### src/rtl/led_fade_pwm_pkg.sv
// Shared definitions for the LED fade/PWM stage: brightness width,
// PWM counter terminal value and the brightness level type.
package led_pkg;

   localparam int unsigned LVL_W   = 8;
   localparam int unsigned PWM_MAX = 254;

   typedef logic [LVL_W-1:0] level_t;

endpackage

### src/rtl/led_fade_pwm_if.sv
// Blinker-to-pad bundle: per-LED requests and brightness ceiling in,
// pad drive and ramp status out.
interface led_fade_pwm_if #(
   parameter int unsigned N_CH = 4
);
   import led_pkg::*;

   logic [N_CH-1:0] req;
   level_t          max_level;
   logic [N_CH-1:0] led_out;
   logic [N_CH-1:0] ramp_active;

   modport master (
      output req,
      output max_level,
      input  led_out,
      input  ramp_active
   );

   modport slave (
      input  req,
      input  max_level,
      output led_out,
      output ramp_active
   );

endinterface

### src/rtl/led_fade_pwm_channel.sv
// One LED channel: brightness level ramping toward its target, a duty
// latch refreshed only at PWM wrap, and the PWM compare.
module led_pwm_channel
   import led_pkg::*;
(
   input  logic   clk,
   input  logic   rst,
   input  logic   i_step_tick,
   input  logic   i_pwm_wrap,
   input  level_t i_pwm_cnt,
   input  logic   i_req,
   input  level_t i_max,
   output logic   o_on,
   output logic   o_ramp_active
);

   level_t r_level;
   level_t r_duty;
   level_t w_tgt;

   assign w_tgt = i_req ? i_max : '0;

   // Step the level one count toward the target; latch duty at period start.
   always_ff @(posedge clk) begin
      if (rst) begin
         r_level <= '0;
         r_duty  <= '0;
      end else begin
         if (i_step_tick) begin
            if (r_level < w_tgt) begin
               r_level <= r_level + level_t'(1);
            end else if (r_level > w_tgt) begin
               r_level <= r_level - level_t'(1);
            end
         end
         // Latches the pre-update level when a step lands on the wrap cycle.
         if (i_pwm_wrap) begin
            r_duty <= r_level;
         end
      end
   end

   assign o_on          = (i_pwm_cnt < r_duty);
   assign o_ramp_active = (r_level != w_tgt);

endmodule

### src/rtl/led_fade_pwm.sv
// LED fade PWM top: registers blinker requests and ceiling, generates the
// brightness step prescaler and shared 255-cycle PWM counter, and drives
// the pads with the selected polarity.
module led_fade_pwm
   import led_pkg::*;
#(
   parameter int unsigned N_CH       = 4,
   parameter int unsigned RAMP_DIV   = 52734,
   parameter bit          ACTIVE_LOW = 1'b1
) (
   input  logic           clk,
   input  logic           rst,
   led_fade_pwm_if.slave  bus
);

   localparam int unsigned PS_W = (RAMP_DIV > 1) ? $clog2(RAMP_DIV) : 1;

   logic [PS_W-1:0] r_ps;
   level_t          r_pwm_cnt;
   logic [N_CH-1:0] r_req_q;
   level_t          r_max_q;
   logic [N_CH-1:0] r_led_out;
   logic [N_CH-1:0] r_ramp_active;

   logic            w_step_tick;
   logic            w_pwm_wrap;
   logic [N_CH-1:0] w_on;
   logic [N_CH-1:0] w_ramp_active;

   assign w_step_tick = (r_ps == PS_W'(RAMP_DIV - 1));
   assign w_pwm_wrap  = (r_pwm_cnt == level_t'(PWM_MAX));

   // Input registers: all downstream logic sees only these copies.
   always_ff @(posedge clk) begin
      if (rst) begin
         r_req_q <= '0;
         r_max_q <= '0;
      end else begin
         r_req_q <= bus.req;
         r_max_q <= bus.max_level;
      end
   end

   // Brightness step prescaler, 0..RAMP_DIV-1.
   always_ff @(posedge clk) begin
      if (rst) begin
         r_ps <= '0;
      end else if (w_step_tick) begin
         r_ps <= '0;
      end else begin
         r_ps <= r_ps + PS_W'(1);
      end
   end

   // Shared PWM counter, 0..PWM_MAX.
   always_ff @(posedge clk) begin
      if (rst) begin
         r_pwm_cnt <= '0;
      end else if (w_pwm_wrap) begin
         r_pwm_cnt <= '0;
      end else begin
         r_pwm_cnt <= r_pwm_cnt + level_t'(1);
      end
   end

   for (genvar gi = 0; gi < N_CH; gi++) begin : g_ch
      led_pwm_channel u_ch (
         .clk           (clk),
         .rst           (rst),
         .i_step_tick   (w_step_tick),
         .i_pwm_wrap    (w_pwm_wrap),
         .i_pwm_cnt     (r_pwm_cnt),
         .i_req         (r_req_q[gi]),
         .i_max         (r_max_q),
         .o_on          (w_on[gi]),
         .o_ramp_active (w_ramp_active[gi])
      );
   end

   // Output registers: pad polarity applied here, reset leaves LEDs dark.
   always_ff @(posedge clk) begin
      if (rst) begin
         r_led_out     <= {N_CH{ACTIVE_LOW}};
         r_ramp_active <= '0;
      end else begin
         r_led_out     <= w_on ^ {N_CH{ACTIVE_LOW}};
         r_ramp_active <= w_ramp_active;
      end
   end

   assign bus.led_out     = r_led_out;
   assign bus.ramp_active = r_ramp_active;

endmodule

### src/flat_wrapper.sv
// flat-port wrapper written by rule: the top's interface ports become plain ports
module led_fade_pwm_flat import led_pkg::*;
#(
   parameter int unsigned N_CH       = 4,
   parameter int unsigned RAMP_DIV   = 52734,
   parameter bit          ACTIVE_LOW = 1'b1
)
  (clk, rst, bus_req, bus_max_level, bus_led_out, bus_ramp_active);
  led_fade_pwm_if #(.N_CH(N_CH)) bus_i ();
  input  logic clk;
  input  logic rst;
  input wire logic [$bits(bus_i.req)-1:0] bus_req;
  input wire logic [$bits(bus_i.max_level)-1:0] bus_max_level;
  output wire logic [$bits(bus_i.led_out)-1:0] bus_led_out;
  output wire logic [$bits(bus_i.ramp_active)-1:0] bus_ramp_active;
  assign bus_i.req = bus_req;
  assign bus_i.max_level = bus_max_level;
  assign bus_led_out = bus_i.led_out;
  assign bus_ramp_active = bus_i.ramp_active;
  led_fade_pwm #(.N_CH(N_CH), .RAMP_DIV(RAMP_DIV), .ACTIVE_LOW(ACTIVE_LOW)) u_core (.clk(clk), .rst(rst), .bus(bus_i));
endmodule
### config.mk
export PLATFORM = sky130hd
export DESIGN_NAME = led_fade_pwm_flat
export DESIGN_NICKNAME = d
export VERILOG_FILES = /design/src/rtl/led_fade_pwm_pkg.sv /design/src/rtl/led_fade_pwm_if.sv /design/src/rtl/led_fade_pwm_channel.sv /design/src/rtl/led_fade_pwm.sv /design/src/flat_wrapper.sv
export SDC_FILE = /design/constraint.sdc
export NUM_CORES = 1
export LEC_CHECK = 0
export BUFFER_PORTS_ARGS = -buffer_cell sky130_fd_sc_hd__buf_2
export CAP_MARGIN = 10
export CORE_MARGIN = 5
export CORE_UTILIZATION = 40
export CTS_CLUSTER_DIAMETER = 50
export DETAILED_ROUTE_END_ITERATION = 16
export SLEW_MARGIN = 20
export SYNTH_ARGS = -nofsm -noshare
export SYNTH_HDL_FRONTEND = slang
export SYNTH_SLANG_ARGS = --single-unit
### constraint.sdc
create_clock -name clk -period 4.8 [get_ports clk]
set_input_delay 0.48 -clock clk [delete_from_list [all_inputs] [get_ports clk]]
set_output_delay 0.48 -clock clk [all_outputs]
set_load 0.1 [all_outputs]
==> results by group <==
Hold path
  – Hold depth: 2
  – Hold EP: u_core.r_max_q[0]
  – Worst min-delay path class: in2reg
  – HP Start: bus_max_level[0]

STA
  – Endpoints failing setup: 0
  – Fmax: 288.1 MHz
  – Pins Over Slew Limit: 0
  – Setup Skew: about 0.0052 ns
  – RSZ-0062 raised after global routing: no
  – Relative slew slack: 0.5669
  – Post-route minimum period: about 3.5 ns
  – Final setup TNS: 0 ns
  – Worst hold margin: 0.3316 ns
  – Final worst-path cycle share: 0.7230
  – Worst Tran Pin Value: 0.6477 ns
  – Hold Fails Final Rpt: 0

Synth
  – EDFF count, synth: 0
  – Post-synth top flop: dfxtp_1
  – Synth Area in Adders: 0.1854
  – Mapped cell area: roughly 6400 sq um
  – Sequential area share after synthesis: 0.3393
  – Mux share of post-synthesis cell area: 0.01492
  – Compound-Gate Fraction of Synth Area: 0.1533
  – Largest family of logic cells by synthesized area: simple AND/OR/NAND/NOR gates
  – Synthesis Warnings: 0
  – Synth Instances: 762
  – Yosys cell types: 47
  – Post-synth ARST share: 0
  – Xor/xnor share of the synthesized area: 0.05085
  – Simple-gate area share of the yosys netlist: 0.2095
  – Post-synth net total: approximately 870
  – Mapped Avg Cell Area: 8.363 sq um
  – Number of synthesized register bits: about 110

Detailed routing
  – DRC Markers: 0
  – Vias/cell: 4.980
  – Number of DRC markers in iteration 0: ~180
  – Via count: approximately 4900
  – Wire per inst: roughly 13 um
  – Final WL: between 10000 and 15000 um
  – First-pass DRT Iterations: 5
  – Post-route ant nets: 0

Setup path
  – CP max FO: 8
  – CP arrival: around 3.7 ns
  – Worst EP required: 5.04 ns
  – Startpoint types: flop
  – R2R Setup Slk: roughly 1.3 ns
  – R2r worst-path depth: 13
  – R2R Path Start: u_core.r_req_q[2]
  – CP Capture Type: flop
  – WS Path Type: reg2reg
  – Reg2reg end: u_core.g_ch[2].u_ch.r_level[7]

Floorplan
  – Row cnt: 46
  – Die area: about 19000 sq um
  – CORE AREA: ~16000 sq um
  – Die Wd: around 140 um
  – Die Height: roughly 140 um
  – Boundary Pins: 22
  – Initial Util: 0.4041

Power
  – Switch share: 0.2724
  – Sw power: 509.8 uW
  – Power share of the clock group: 0.378
  – Maximum vdd drop: approximately 0.16 mV
  – Pint: 1362 uW
  – Sequential share of power: 0.498
  – Power Dens Cells: roughly 270 nW/um^2
  – Combinational share of power: 0.125
  – P_leak: ~0.0028 uW

Clock network
  – CTS tree: built
  – Clock sinks: approximately 110
  – Cts hold-fix bufs: 0
  – Max H-tree Level: 3
  – Max Root-Sink Buffers: 2
  – Clock transition at path regs: about 0.07 ns
  – CTS root buf: clkbuf_16
  – CTS Buf Count: 9
  – # resized after CTS: 0
  – Post-CTS Setup Repair Bufs: 0
  – Worst skew pair latency: 0.35 ns

Flow run
  – Max_cap viols: 0

Layout
  – Share of cells above drive strength 1: 0.06995
  – Final Cell Area: 6913 sq um
  – Nets: about 870
  – Fillers: roughly 1700
  – Sequential cell area: 2162 sq um
  – Ant diodes: 0
  – Area growth, synth to finish: 8.482%
  – Area occupied by multi-input gates: 3915 sq um

Global route
  – Overall routing resource usage: 0.1498
  – Initial antenna violation count: 0
  – GR Overflow Total: 0
  – Vias in the first global route: 4660
  – First-pass GRT wire length: between 20000 and 25000 um
  – Largest net degree at the start of global routing: between 60 and 70

Placed design
  – Total placed instance area: around 6600 sq um
  – RD Place Congestion: 0.8017
  – PortBufs: 21
  – Detailed-placement wirelength estimate: ~9300 um

Status
  – Run status: finished, final reports clean
[layer usage]
metal | routed length [um] | GRT usage | vias up
met5 | 0 | 0 | -
met1 | 6973 | 0.2149 | 2219
met3 | 369 | 0.02258 | 19
li1 | - | - | 2626
met2 | 5447 | 0.2251 | 56
met4 | 254 | 0.05991 | 0
[flip-flops by register name (all words and copies together) (netlist names)]
register,cells
u_core.r_ps,16
u_core.bus.ramp_active,4
u_core.r_max_q,8
u_core.bus.led_out,4
u_core.g_ch.u_ch.r_duty,32
u_core.r_pwm_cnt,8
u_core.g_ch.u_ch.r_level,32
u_core.r_req_q,4
[power by group through the flow]
stage,Clock (uW),Combinational (uW),Sequential [uW]
6_report,707,233,931
2_1_floorplan,0,149,989
3_5_place_dp,0,234,952
4_1_cts,729,235,931
5_1_grt,766,259,934
3_3_place_gp,0,232,952
[critical path, cell delays in order, from the launching register on]
cell and delay (ns):
dfxtp_1 0.45, nand2_1 0.10, ha_1 0.29, nor2b_1 0.13, o211ai_1 0.19, a21o_1 0.17, nand2_1 0.19, ha_1 0.38
and3_1 0.19, a221oi_1 0.39, a21oi_1 0.14, and3_1 0.20, o21ai_0 0.18, mux2_2 0.35
[cell usage in the layout, fill, tap and decap left out, types with 9 or more instances in the layout]
| master | netlist | final |
|---|---|---|
| nand4_1 | 9 | 9 |
| dfxtp_1 | 108 | 108 |
| clkbuf_16 | 0 | 9 |
| a21oi_1 | 82 | 82 |
| inv_1 | 42 | 42 |
| nor2b_1 | 25 | 25 |
| o21ai_0 | 13 | 13 |
| ha_1 | 88 | 88 |
| nand3_1 | 14 | 14 |
| xor2_1 | 20 | 20 |
| o21a_1 | 9 | 9 |
| a21o_1 | 23 | 23 |
| nor2_1 | 36 | 35 |
| nand2_1 | 149 | 149 |
| buf_2 | 1 | 20 |
| xnor2_1 | 17 | 17 |
[kinds of logic (layout without fill, tap and decap cells)]
kind of cell	Yosys count	after routing
flip-flops	108	108
adder cells (fa/ha/maj)	92	92
XOR/XNOR	37	37
AND/OR/NAND/NOR	284	284
buffers and inverters	71	81
multiplexers	9	9
AO/OA/AOI/OAI	161	161
[metrics by stage]
| stage | setup slack, ns | utilization | std cells | total power [uW] |
|---|---|---|---|---|
| 6_report | 1.329 | 0.4384 | 988 | 1871 |
| 2_1_floorplan | 1.508 | - | 762 | 1138 |
| 5_1_grt | 1.049 | 0.4384 | 988 | 1959 |
| 4_1_cts | 1.275 | 0.4384 | 988 | 1895 |
| 3_5_place_dp | 1.277 | 0.4207 | 973 | 1186 |
| 3_3_place_gp | 1.354 | 0.4207 | 973 | 1184 |
[cells in the mapped netlist, drive strengths merged (7+ instances only)]
cell type | instances | area [sq um]
nor2b | 25 | 156.4
dfxtp | 108 | 2162
ha | 88 | 1101
nand3 | 14 | 70.07
a21o | 23 | 172.7
a31oi | 7 | 43.79
xnor2 | 17 | 148.9
a211oi | 7 | 52.55
xor2 | 20 | 175.2
nand2 | 149 | 559.3
or2 | 7 | 43.79
a21oi | 82 | 410.4
clkbuf | 23 | 86.33
inv | 42 | 157.7
nor3 | 7 | 35.03
o21ai | 14 | 70.06
o21a | 9 | 67.56
nor2 | 40 | 165.2
nand4 | 10 | 68.81
[cell type report]
class | count | share of cell area
multi-input combinational | 583 | 0.5663
sequential | 108 | 0.3128
inverter | 42 | 0.02281
timing repair buffer | 24 | 0.01882
clock inverter | 5 | 0.005611
tap | 216 | 0.03909
clock buffer | 10 | 0.03457
[worst max-delay path by stage]
stage | startpoint | to | slack, ns
6_report | u_core.r_req_q[2] | u_core.g_ch[2].u_ch.r_level[7] | 1.33
5_1_grt | u_core.r_req_q[2] | u_core.g_ch[2].u_ch.r_level[7] | 1.05
4_1_cts | u_core.r_max_q[1] | u_core.g_ch[2].u_ch.r_level[7] | 1.28
3_5_place_dp | u_core.r_max_q[1] | u_core.g_ch[2].u_ch.r_level[7] | 1.28
3_3_place_gp | u_core.r_req_q[2] | u_core.g_ch[2].u_ch.r_level[7] | 1.35
2_1_floorplan | u_core.r_req_q[2] | u_core.g_ch[2].u_ch.r_level[7] | 1.51
Power figures use the tool's default switching activity.
